`config.mk`:
```
export PLATFORM = sky130hd
export DESIGN_NAME = square_seq_ctrl
export DESIGN_NICKNAME = d
export VERILOG_FILES = /design/src/rtl/square_seq_ctrl.sv
export SDC_FILE = /design/constraint.sdc
export NUM_CORES = 1
export LEC_CHECK = 0
export CAP_MARGIN = 10
export CORE_MARGIN = 3
export CORE_UTILIZATION = 52
export DETAILED_ROUTE_END_ITERATION = 10
export PLACE_DENSITY = 0.86
export SYNTH_ARGS = -nofsm -noshare
export SYNTH_HDL_FRONTEND = slang
export SYNTH_SLANG_ARGS = --single-unit
```
`constraint.sdc`:
```
create_clock -name clk -period 7.2 [get_ports clk]
set_input_delay 1.08 -clock clk [delete_from_list [all_inputs] [get_ports clk]]
set_output_delay 1.08 -clock clk [all_outputs]
set_load 0.01 [all_outputs]
```
`src/rtl/square_seq_ctrl.sv`:
```
// Frame-synchronous size/color controller for the square renderer.
// Manual mode applies shadow registers; auto mode ping-pongs size and rotates color.
module square_seq_ctrl #(
  parameter int PERIOD_W = 8
) (
  input  logic        clk,
  input  logic        reset,
  input  logic        cs,
  input  logic        write,
  input  logic [1:0]  addr,
  input  logic [31:0] wr_data,
  output logic [31:0] rd_data,
  input  logic        frame_start,
  output logic [1:0]  sq_size,
  output logic [11:0] sq_color,
  output logic        step_tick
);

  typedef enum logic [1:0] {
    ST_MANUAL = 2'd0,
    ST_UP     = 2'd1,
    ST_DOWN   = 2'd2,
    ST_BAD    = 2'd3
  } state_t;

  logic                autoEn_q;
  logic                pause_q;
  logic [1:0]          manSize_q;
  logic [11:0]         manColor_q;
  logic [PERIOD_W-1:0] period_q;

  state_t              state_q, state_d;
  logic [PERIOD_W-1:0] frameCnt_q, frameCnt_d;
  logic [1:0]          sqSize_q, sqSize_d;
  logic [11:0]         sqColor_q, sqColor_d;
  logic                stepTick_q, stepTick_d;

  logic [PERIOD_W-1:0] effPeriod;
  logic [PERIOD_W:0]   cntPlusOne;
  logic                stepDue;

  // Bus-programmable registers; a write lands on the edge that samples it.
  always_ff @(posedge clk or posedge reset) begin
    if (reset) begin
      autoEn_q   <= 1'b0;
      pause_q    <= 1'b0;
      manSize_q  <= 2'd0;
      manColor_q <= 12'hF00;
      period_q   <= PERIOD_W'(60);
    end else if (cs && write) begin
      case (addr)
        2'd0: begin
          autoEn_q <= wr_data[0];
          pause_q  <= wr_data[1];
        end
        2'd1: manSize_q  <= wr_data[1:0];
        2'd2: manColor_q <= wr_data[11:0];
        default: period_q <= wr_data[PERIOD_W-1:0];
      endcase
    end
  end

  // A zero period behaves as one; the extra bit keeps the +1 from wrapping.
  assign effPeriod  = (period_q == '0) ? PERIOD_W'(1) : period_q;
  assign cntPlusOne = {1'b0, frameCnt_q} + {{PERIOD_W{1'b0}}, 1'b1};
  assign stepDue    = (cntPlusOne >= {1'b0, effPeriod});

  always_comb begin
    state_d    = state_q;
    frameCnt_d = frameCnt_q;
    sqSize_d   = sqSize_q;
    sqColor_d  = sqColor_q;
    stepTick_d = 1'b0;
    if (frame_start) begin
      case (state_q)
        ST_MANUAL: begin
          frameCnt_d = '0;
          if (autoEn_q) begin
            state_d = ST_UP;
          end else begin
            sqSize_d  = manSize_q;
            sqColor_d = manColor_q;
          end
        end
        ST_UP, ST_DOWN: begin
          // Leaving auto mode wins over pause so the shadows load immediately.
          if (!autoEn_q) begin
            state_d    = ST_MANUAL;
            frameCnt_d = '0;
            sqSize_d   = manSize_q;
            sqColor_d  = manColor_q;
          end else if (!pause_q) begin
            if (stepDue) begin
              frameCnt_d = '0;
              stepTick_d = 1'b1;
              sqColor_d  = {sqColor_q[7:0], sqColor_q[11:8]};
              if (state_q == ST_UP) begin
                if (sqSize_q == 2'd3) begin
                  state_d  = ST_DOWN;
                  sqSize_d = 2'd2;
                end else begin
                  sqSize_d = sqSize_q + 2'd1;
                end
              end else begin
                if (sqSize_q == 2'd0) begin
                  state_d  = ST_UP;
                  sqSize_d = 2'd1;
                end else begin
                  sqSize_d = sqSize_q - 2'd1;
                end
              end
            end else begin
              frameCnt_d = cntPlusOne[PERIOD_W-1:0];
            end
          end
        end
        default: begin
          state_d    = ST_MANUAL;
          frameCnt_d = '0;
        end
      endcase
    end
  end

  always_ff @(posedge clk or posedge reset) begin
    if (reset) begin
      state_q    <= ST_MANUAL;
      frameCnt_q <= '0;
      sqSize_q   <= 2'd0;
      sqColor_q  <= 12'hF00;
      stepTick_q <= 1'b0;
    end else begin
      state_q    <= state_d;
      frameCnt_q <= frameCnt_d;
      sqSize_q   <= sqSize_d;
      sqColor_q  <= sqColor_d;
      stepTick_q <= stepTick_d;
    end
  end

  assign sq_size   = sqSize_q;
  assign sq_color  = sqColor_q;
  assign step_tick = stepTick_q;

  always_comb begin
    case (addr)
      2'd0:    rd_data = {28'd0, state_q, pause_q, autoEn_q};
      2'd1:    rd_data = {30'd0, sqSize_q};
      2'd2:    rd_data = {20'd0, sqColor_q};
      default: rd_data = 32'(period_q);
    endcase
  end

endmodule

```
# Yosys cells after proc, flatten, opt, wreduce, memory -nomap -nowiden

Index checks and enable logic that the tools add are counted.

Bits of input ports: 39
Output and inout port bits: 47
Flip-flop bits (word level): 49
Logic and storage cells: 73

Mux-type cells: 32
Eq/ne operators: 11
Bitwise gates (word level): 1
Magnitude comparators: 1
Reductions and logical operators: 15
$add $sub $neg: 3

Operators with widths:

| operator                                                            | count |
|---|---|
| 12-bit two-way mux                                                  | 4 |
| 8-bit two-way mux                                                   | 5 |
| 12-bit one-hot mux with 3 select lines                              | 1 |
| 2-bit two-way mux                                                   | 14 |
| 12-bit one-hot mux with 2 select lines                              | 1 |
| 2-bit AND reduction                                                 | 5 |
| 8-bit by 1-bit adder with 9-bit output (second input constant)      | 1 |
| 9-bit by 8-bit greater-or-equal comparator with 1-bit output        | 1 |
| 8-bit logical NOT                                                   | 1 |
| 4-bit inequality test (second input constant)                       | 2 |
| 2-bit one-hot mux with 2 select lines                               | 2 |
| 2-bit == test (second input constant)                               | 3 |
| 2-bit logical NOT                                                   | 3 |
| 3-bit inequality test (second input constant)                       | 2 |
| 6-bit AND reduction                                                 | 1 |
| 1-bit two-way mux                                                   | 5 |
| 5-bit AND reduction                                                 | 1 |
| 2-bit by 1-bit == test with 1-bit output (second input constant)    | 2 |
| 2-bit inequality test (second input constant)                       | 2 |
| 3-bit OR reduction                                                  | 1 |
| 2-bit by 1-bit adder with 2-bit output (second input constant)      | 1 |
| 2-bit nonzero test                                                  | 1 |
| 2-bit OR reduction                                                  | 1 |
| 2-bit by 1-bit subtractor with 2-bit output (second input constant) | 1 |
| other kinds (2)                                                     | 2 |

# Logic depth before layout (Yosys ltp)

Gate-level depths: netlist of the first run.

Word-level depth: 8
Gate-level depth with buffers: 11
Gate-level depth less buffers: 10

# Least setup slack after synthesis of the first run

OpenSTA, ideal clock, no wires.

Path type: input -> output
Start: input addr[1]
End: output rd_data[0]
Required time: 6.120 ns
Path buffers: 1
Stages: 2
Setup slack: 4.227 ns
Data arrival time: 1.893 ns
Cells stage by stage: clkbuf_1 > mux4_2

Word-level cells in the longest chain between the ends: 2

Ends and longest elaborated chain:

| item                                        | line | source |
|---|---|---|
| start, declared                             | 10   | `input logic [1:0] addr,` |
| 2-bit == test, or another cell as far along | 146  | `case (addr)` |
| 12-bit one-hot mux with 3 select lines (*)  | 146  |  |
| end, declared                               | 12   | `output logic [31:0] rd_data,` |

Every way passes the cells marked *; elsewhere a longest branch is shown, timed or not.

# Worst setup path after layout of the first run

Start: input addr[0]
End: output rd_data[3]

Same word-level chain as after synthesis.

==> impl_metrics.ini, run 1 <==
[worst_setup_path]
required_ns = 6.12
critical_path_class = in2out
path_buf_inv = 2
endpoint_kind = primary output
crit_family = buffers and inverters
r2r_cells = 10
crit_cells = 4
path_cells = clkdlybuf4s50_1 > o21ai_0 > a22o_1 > clkdlybuf4s50_1
crit_path_frequent_cell = clkdlybuf4s50_1
cp-start-kind = input port
slowest_delay_ns = 0.73
crit_fanout = 14
arrival_ns = 3.07
cp_slowest_cell = clkdlybuf4s50_1

[synth]
synth_cell_types = 53
syn_area_sq_um = 2979
synth_top_family_by_area = compound AO/OA/AOI/OAI gates
synth_common_cells = dfrtp_1 (37), mux2_2 (24), inv_1 (22)
synth_flop_cell = dfrtp_1
yosysTopAreaCell = dfrtp_1
yosysWarnings = 0
synth-xor-area-share_pct = 1.470
synth-simple-area-share_pct = 14.62
async_flop_share_pct = 100.0
synth_most_common_cell = dfrtp_1
syn_inst = 280
synth_area_per_cell_sq_um = 10.64
synthMuxAreaShare_pct = 12.60
post_synth_fa_ha_maj_area_fraction_pct = 5.040
synth_top_area_share_pct = 31.08
synth_edf_count = 0
synth_compound_area_share_pct = 15.29
yosys_register_bits = 49
synth_area_leaders = dfrtp_1 (31%), dfstp_2 (11%), mux2_2 (9.1%), buf_4 (5.3%), ha_1 (5.0%)
yosysSeqAreaShare_pct = 41.66

[pwr]
power_density_nw_per_um2 = 319.4
peakVddDrop_v = 0.0001929
power_mw = 1.123
power.leakage_nw = 1.575

[floorplan]
ios = 86
die_x_um = 81.69
fp.dieArea_sq_um = 6673
num_rows = 26
die_h_um = 81.69
design.core.area_sq_um = 5335
initial_core_util_pct = 55.84

[timing]
rsz0062_at_grt = no
fin_ws_ns = 3.053
setup_tns_ns = 0
worst_pin_slew_ns = 0.9789
finClkSkew_ns = 0.006079
fmax_mhz = 241.1
slew_headroom_pct = 34.65
drv_slew = 0
setup_violations = 0
final-hold-violation-count = 0
fin_crit_ns = 4.147
fin_crit_sh_pct = 57.60

[routing]
firstDrtPassIters = 4
drtAntennaViolNets = 0
vias = 2247
drt_wl_total_um = 6228
via_per_inst = 5.689
drc = 0
post_drt_wl_per_cell_um = 15.77
drtIter0Drc = 187

[global_routing]
gr-total-overflow = 0
grt_pass1_wl_um = 10410
first_global_vias = 2135
antenna_found_initial = 0
grt_max_degree = 50
grt_usage_pct = 20.37

[placed_design]
pre_cts_slack_ns = 3.107
dpl.hpwl_um = 4736
place.port_buffers = 45
gp_congestion = 0.8194

[cells_and_area]
insertedDiodeCount = 0
fin_nets = 375
area_growth_pct = 18.02
drive_gt1_share_pct = 20.00

[flow_run]
maxCapViolations = 0

[cts]
root_buffer = clkbuf_8
postCtsSetupBuffers = 0
tritoncts = built
cts_resized = 0
clock_sinks = 49
clock_path_buffers = 2
hold_buffers = 0
clk_latency_ns = 0.30
clk_pin_slew_ns = 0.09
htree_levels = 2
cts_buffers = 5

[hold_path]
hold_class = reg2reg
min_path_cells = 1

[outcome]
outcome = complete, no violations
final timing paths:
check	startpoint	to	slack, ns
max	addr[0]	rd_data[3]	3.05
max reg2reg	frameCnt_q[0]	sq_size[0]	4.19
max in group asynchronous	reset	frameCnt_q[2]	5.28
min in group asynchronous	reset	period_q[7]	1.32
min reg2reg	manColor_q[7]	manColor_q[7]	0.52
min	manColor_q[7]	manColor_q[7]	0.52
power by group:
group          switching, mW  internal, mW
combinational          0.241         0.245
sequential            0.0708         0.370
clock                 0.0917         0.104
total                  0.403         0.719
layout by cell type (no fill, tap or decap), types with 7 or more instances in the layout:
cell / count
nand3_1: 7
a221oi_2: 9
ha_1: 12
mux2_2: 24
dfrtp_1: 37
inv_1: 21
nor2b_1: 8
clkdlybuf4s50_1: 45
nor2_1: 19
dfstp_2: 12
nand2_1: 20
conb_1: 20
state kept, by name, indices dropped and copies added (netlist names):
name and count:
autoEn_q 1, frameCnt_q 8, manColor_q 12, manSize_q 2
pause_q 1, period_q 8, sq_color 12, sq_size 2
state_q 2, step_tick 1
area by class of cell:
cell class | count | area (sq um)
fillers | 411 | 1819
multi-input cells | 200 | 1535
flip-flops and latches | 49 | 1241
repair buffers | 46 | 457.9
well taps | 70 | 87.58
inverters | 22 | 82.58
clock buffers | 6 | 72.57
clock inverters | 2 | 38.79
kinds of logic (layout without fill, tap and decap cells):
| kind of cell | count (synthesis) | after routing |
|---|---|---|
| mux | 32 | 32 |
| flops | 49 | 49 |
| xor+xnor | 5 | 5 |
| simple gates | 84 | 84 |
| fa+ha+maj | 12 | 12 |
| buf+inv | 50 | 76 |
| other cells | 1 | 20 |
| compound gates | 47 | 47 |
layer usage:
layer  GRT usage [%]  wire length [um]
met3           5.373               577
met5               0                 0
met4           4.485                61
met2           32.98              2976
met1           27.55              2613
metrics by stage:
stage | area, sq um | cells | hold slack [ns] | util [%]
final | 3516 | 395 | 0.5152 | 65.90
after global routing | 3516 | 395 | 0.5243 | 65.90
after floorplan | 3050 | 299 | 0.4792 | -
after CTS | 3516 | 395 | 0.5165 | 65.90
after detailed placement | 3405 | 387 | 0.4935 | 63.81
after global placement | 3405 | 387 | 0.4906 | 63.81
Power figures use the tool's default switching activity.
==> inputs of run 2 (changes only) <==
- CORE_UTILIZATION: 52 -> 43
- PLACE_DENSITY: 0.86 -> 0.76
- clock period: 7.2 -> 3.6 ns (I/O delays scaled with it)
==> run 2 against run 1 <==
- clock skew increased by 0.0057 ns
- sequential power increased by 100%
- global-route usage decreased by 2.6 points
- critical path type is now reg2reg
- total power increased by 100%
- cell count increased by 2.3%
- die area increased by 19%
- non-clock buffer count increased by 2
- utilization decreased by 12 points
- sequential cell count unchanged
- via count decreased by 0.31%
- cell area increased by 0.71%
- critical endpoint is now sq_size[0]
- critical path depth increased by 6
==> impl_metrics.ini, run 2 (synthesized netlist as in run 1, its figures left out) <==
[outcome]
outcome = complete, no violations

[timing]
setup_tns_ns = 0
fin_ws_ns = 0.5765
fin_crit_ns = 3.024
setup_violations = 0
final-hold-violation-count = 0
fin_crit_sh_pct = 83.99
worst_pin_slew_ns = 0.9997
drv_slew = 0
finClkSkew_ns = 0.01173
rsz0062_at_grt = no
slew_headroom_pct = 33.25
fmax_mhz = 330.7

[worst_setup_path]
r2r_cells = 10
arrival_ns = 3.23
required_ns = 3.80
critical_path_class = reg2reg
regToRegSetupSlack_ns = 0.58
crit_family = compound AO/OA/AOI/OAI gates
path_buf_inv = 0
reg2reg_from = frameCnt_q[0]
cp_slowest_cell = dfrtp_1
reg2reg_to = sq_size[0]
crit_fanout = 15
cp-start-kind = flop
endpoint_kind = flop
slowest_delay_ns = 0.44
path_cells = ha_1 > and4_1 > nand2_1 > xnor2_1 > ha_1 > nand3_2 > or3_4 > o21a_4 > a31o_4 > a211o_1
crit_path_frequent_cell = ha_1

[cts]
clk_pin_slew_ns = 0.10
clk_latency_ns = 0.31
root_buffer = clkbuf_8
clock_sinks = 49
tritoncts = built
clock_path_buffers = 2
postCtsSetupBuffers = 0
cts_buffers = 5
htree_levels = 2
cts_resized = 0
hold_buffers = 0

[floorplan]
design.core.area_sq_um = 6531
fp.dieArea_sq_um = 7963
initial_core_util_pct = 45.61
die_h_um = 89.24
ios = 86
num_rows = 29
die_x_um = 89.24

[global_routing]
antenna_found_initial = 0
grt_usage_pct = 17.78
grt_pass1_wl_um = 10910
gr-total-overflow = 0
first_global_vias = 2163
grt_max_degree = 50

[pwr]
power_density_nw_per_um2 = 640.2
power_mw = 2.267
peakVddDrop_v = 0.0003154
power.leakage_nw = 1.588

[cells_and_area]
final_util_pct = 54.21
drive_gt1_share_pct = 20.80
insertedDiodeCount = 0
fin_nets = 377
seq_area_sq_um = 1241
mostFrequentLayoutCell = clkdlybuf4s50_1
fillers = 597
final_cell_mix = clkdlybuf4s50_1 (45), dfrtp_1 (37), mux2_2 (24)
multi_input_area_sq_um = 1535
area_growth_pct = 18.86

[placed_design]
dpl.hpwl_um = 5067
pre_cts_slack_ns = 0.5760
place.port_buffers = 45
gp_congestion = 0.8243

[hold_path]
holdPathEnd = manColor_q[3]
hold_start = manColor_q[3]
hold_class = reg2reg
min_path_cells = 1

[routing]
drc = 0
post_drt_wl_per_cell_um = 16.50
via_per_inst = 5.545
drtAntennaViolNets = 0
drt_wl_total_um = 6666
vias = 2240
drtIter0Drc = 172
firstDrtPassIters = 4

[flow_run]
maxCapViolations = 0
-- run 2: changes by cell type in the layout (fill, tap and decap cells not counted), sizes merged --
cell    delta
inv        +1
buf        +2
clkbuf     -1
-- run 2: final cells by class --
type | instances | area share [%]
timing repair buffer | 48 | 13.36
inverter | 22 | 2.332
sequential | 49 | 35.05
clock buffer | 5 | 1.943
tap | 77 | 2.721
multi-input combinational | 200 | 43.36
clock inverter | 3 | 1.237
-- run 2: worst max path at each step --
stage	startpoint	end	slack (ns)	depth (start not counted)
after floorplan	frameCnt_q[0]	sq_color[0]	0.91	11
after global placement	addr[0]	rd_data[3]	0.63	4
after detailed placement	frameCnt_q[0]	sq_size[0]	0.58	10
after CTS	frameCnt_q[0]	sq_size[0]	0.57	10
after global routing	frameCnt_q[0]	frameCnt_q[0]	0.30	10
final	frameCnt_q[0]	sq_size[0]	0.58	10
-- run 2: through the flow --
stage          std cells  cell area [sq um]  hold WS [ns]
2_1_floorplan        299               3050        0.4792
3_3_place_gp         396               3428        0.4910
3_5_place_dp         396               3428        0.4960
4_1_cts              404               3541        0.5179
5_1_grt              404               3541        0.5369
6_report             404               3541        0.5173
-- run 2: routing by layer --
layer	share of wire (%)	track usage, %	up-vias
li1	-	-	1045
met1	46	24.74	1102
met2	48	28.33	86
met3	5.5	3.134	7
met4	1.2	5.548	0
met5	0	0	-
-- run 2: power by group --
group          switching (mW)  internal (mW)  leakage [nW]  total [mW]
clock                   0.197          0.208        0.0585       0.405
combinational           0.478          0.492         0.944       0.970
sequential              0.152          0.740         0.586       0.891
==> inputs of run 3 (changes only) <==
- clock period: 3.6 -> 2.65 ns (I/O delays scaled with it)
==> run 3 against run 2 <==
- the run now ends with negative setup slack left
- critical path type unchanged
- global-route usage increased by 0.99 points
- sequential power rose by 35%
- via count increased by 5.9%
- highest routed layer unchanged
- die area is the same
- fmax grew 11%
- sequential share of layout area is 2.6 points lower
==> impl_metrics.ini, run 3 (synthesized netlist as in run 1, its figures left out) <==
[outcome]
outcome = complete, but fails checks
violations = negative setup slack

[worst_setup_path]
cp-start-kind = flop
arrival_ns = 2.90
crit_fanout = 12
regToRegSetupSlack_ns = -0.07
reg2reg_from = frameCnt_q[1]
r2r_cells = 11
critical_path_class = reg2reg
slowest_delay_ns = 0.40
cp_slowest_cell = dfrtp_1
required_ns = 2.83
endpoint_kind = flop
path_buf_inv = 1
crit_cells = 11
path_cells = ha_2 > and4_4 > nand2_4 > xnor2_2 > ha_1 > nand3_2 > or3_4 > o21a_4 > a211oi_4 > buf_12 > a221oi_2
crit_family = simple AND/OR/NAND/NOR gates
reg2reg_to = sq_color[0]

[floorplan]
num_rows = 29
initial_core_util_pct = 45.61
design.core.area_sq_um = 6531
ios = 86
die_h_um = 89.24
fp.dieArea_sq_um = 7963
die_x_um = 89.24

[cells_and_area]
multi_input_area_sq_um = 1622
drive_gt1_share_pct = 29.94
area_growth_pct = 28.22
fillers = 563
design_area_sq_um = 3820
seq_area_sq_um = 1241
final_util_pct = 58.49
fin_nets = 404
final_cell_mix = clkdlybuf4s50_1 (44), dfrtp_1 (37), buf_4 (27)
insertedDiodeCount = 0
mostFrequentLayoutCell = clkdlybuf4s50_1
finalNonFillerCells = 431

[placed_design]
dp.cells = 419
gp_congestion = 0.8498
place.port_buffers = 45
dpl.hpwl_um = 5275
pre_cts_slack_ns = -0.09621
placed_area_sq_um = 3618

[global_routing]
grt_max_degree = 27
grt_usage_pct = 18.77
grt_pass1_wl_um = 11400
gr-total-overflow = 0
first_global_vias = 2358
antenna_found_initial = 0

[timing]
worst_pin_slew_ns = 0.8364
final-hold-violation-count = 0
slew_headroom_pct = 44.00
setup_tns_ns = -0.6074
fmax_mhz = 368.1
drv_slew = 0
setup_violations = 13
fin_ws_ns = -0.06645
fin_crit_sh_pct = 102.5
holdWs_ns = 0.4396
finClkSkew_ns = 0.008203
fin_crit_ns = 2.716
rsz0062_at_grt = yes

[routing]
drtAntennaViolNets = 0
drt_wl_total_um = 7186
firstDrtPassIters = 4
via_per_inst = 5.506
post_drt_wl_per_cell_um = 16.67
vias = 2373
drtIter0Drc = 108
drc = 0

[cts]
clk_latency_ns = 0.31
tritoncts = built
hold_buffers = 0
htree_levels = 2
clock_path_buffers = 2
root_buffer = clkbuf_8
clk_pin_slew_ns = 0.09
clock_sinks = 49
cts_buffers = 5

[hold_path]
hold_class = in2async

[flow_run]
maxCapViolations = 0

[pwr]
power_mw = 3.085
power_density_nw_per_um2 = 807.7
peakVddDrop_v = 0.0003566
power.leakage_nw = 1.756
## run 3: changes by cell type in the layout (fill, tap and decap cells not counted), moves of 2 or more
| cell | previous run | this run |
|---|---|---|
| a221oi_1 | 2 | 0 |
| a221oi_2 | 9 | 11 |
| o21ai_0 | 6 | 4 |
| clkinv_4 | 0 | 2 |
| buf_4 | 3 | 27 |
| o21ai_1 | 0 | 2 |
## run 3: layout make-up
| type | count | share of cell area, % |
|---|---|---|
| Multi-Input combinational cell | 201 | 42.45 |
| Sequential cell | 49 | 32.49 |
| Timing Repair Buffer | 74 | 17.98 |
| Tap cell | 77 | 2.522 |
| Inverter | 22 | 2.162 |
| Clock buffer | 5 | 1.802 |
| Clock inverter | 3 | 0.5896 |
## run 3: what timing repair did
action / 4_1_cts / 5_1_grt
resized for setup: 6 / 11
buffers inserted: 0 / 3
cloned: 1 / 0
endpoints found under the setup margin: 13 / 25
hold endpoints to repair: 0 / 0
pin swaps: 9 / 4
## run 3: how the worst max path moves through the flow
stage / start / endpoint
after detailed placement: frameCnt_q[1] / sq_size[0]
final: frameCnt_q[1] / sq_color[0]
after CTS: frameCnt_q[1] / sq_size[0]
after floorplan: frameCnt_q[0] / sq_color[4]
after global placement: frameCnt_q[0] / sq_size[0]
after global routing: frameCnt_q[1] / sq_color[0]
## run 3: routing by layer
metal	routed length, um	vias up	track usage, %
met1	3305	1164	26.43
met3	384	9	2.857
met5	0	-	0
li1	-	1110	-
met4	114	0	5.548
met2	3381	90	30.01
## run 3: power breakdown
| part | total (mW) | switching [mW] | internal, mW |
|---|---|---|---|
| clock network | 0.450 | 0.262 | 0.188 |
| registers | 1.20 | 0.199 | 1.00 |
| logic | 1.43 | 0.705 | 0.726 |
| total | 3.09 | 1.17 | 1.92 |
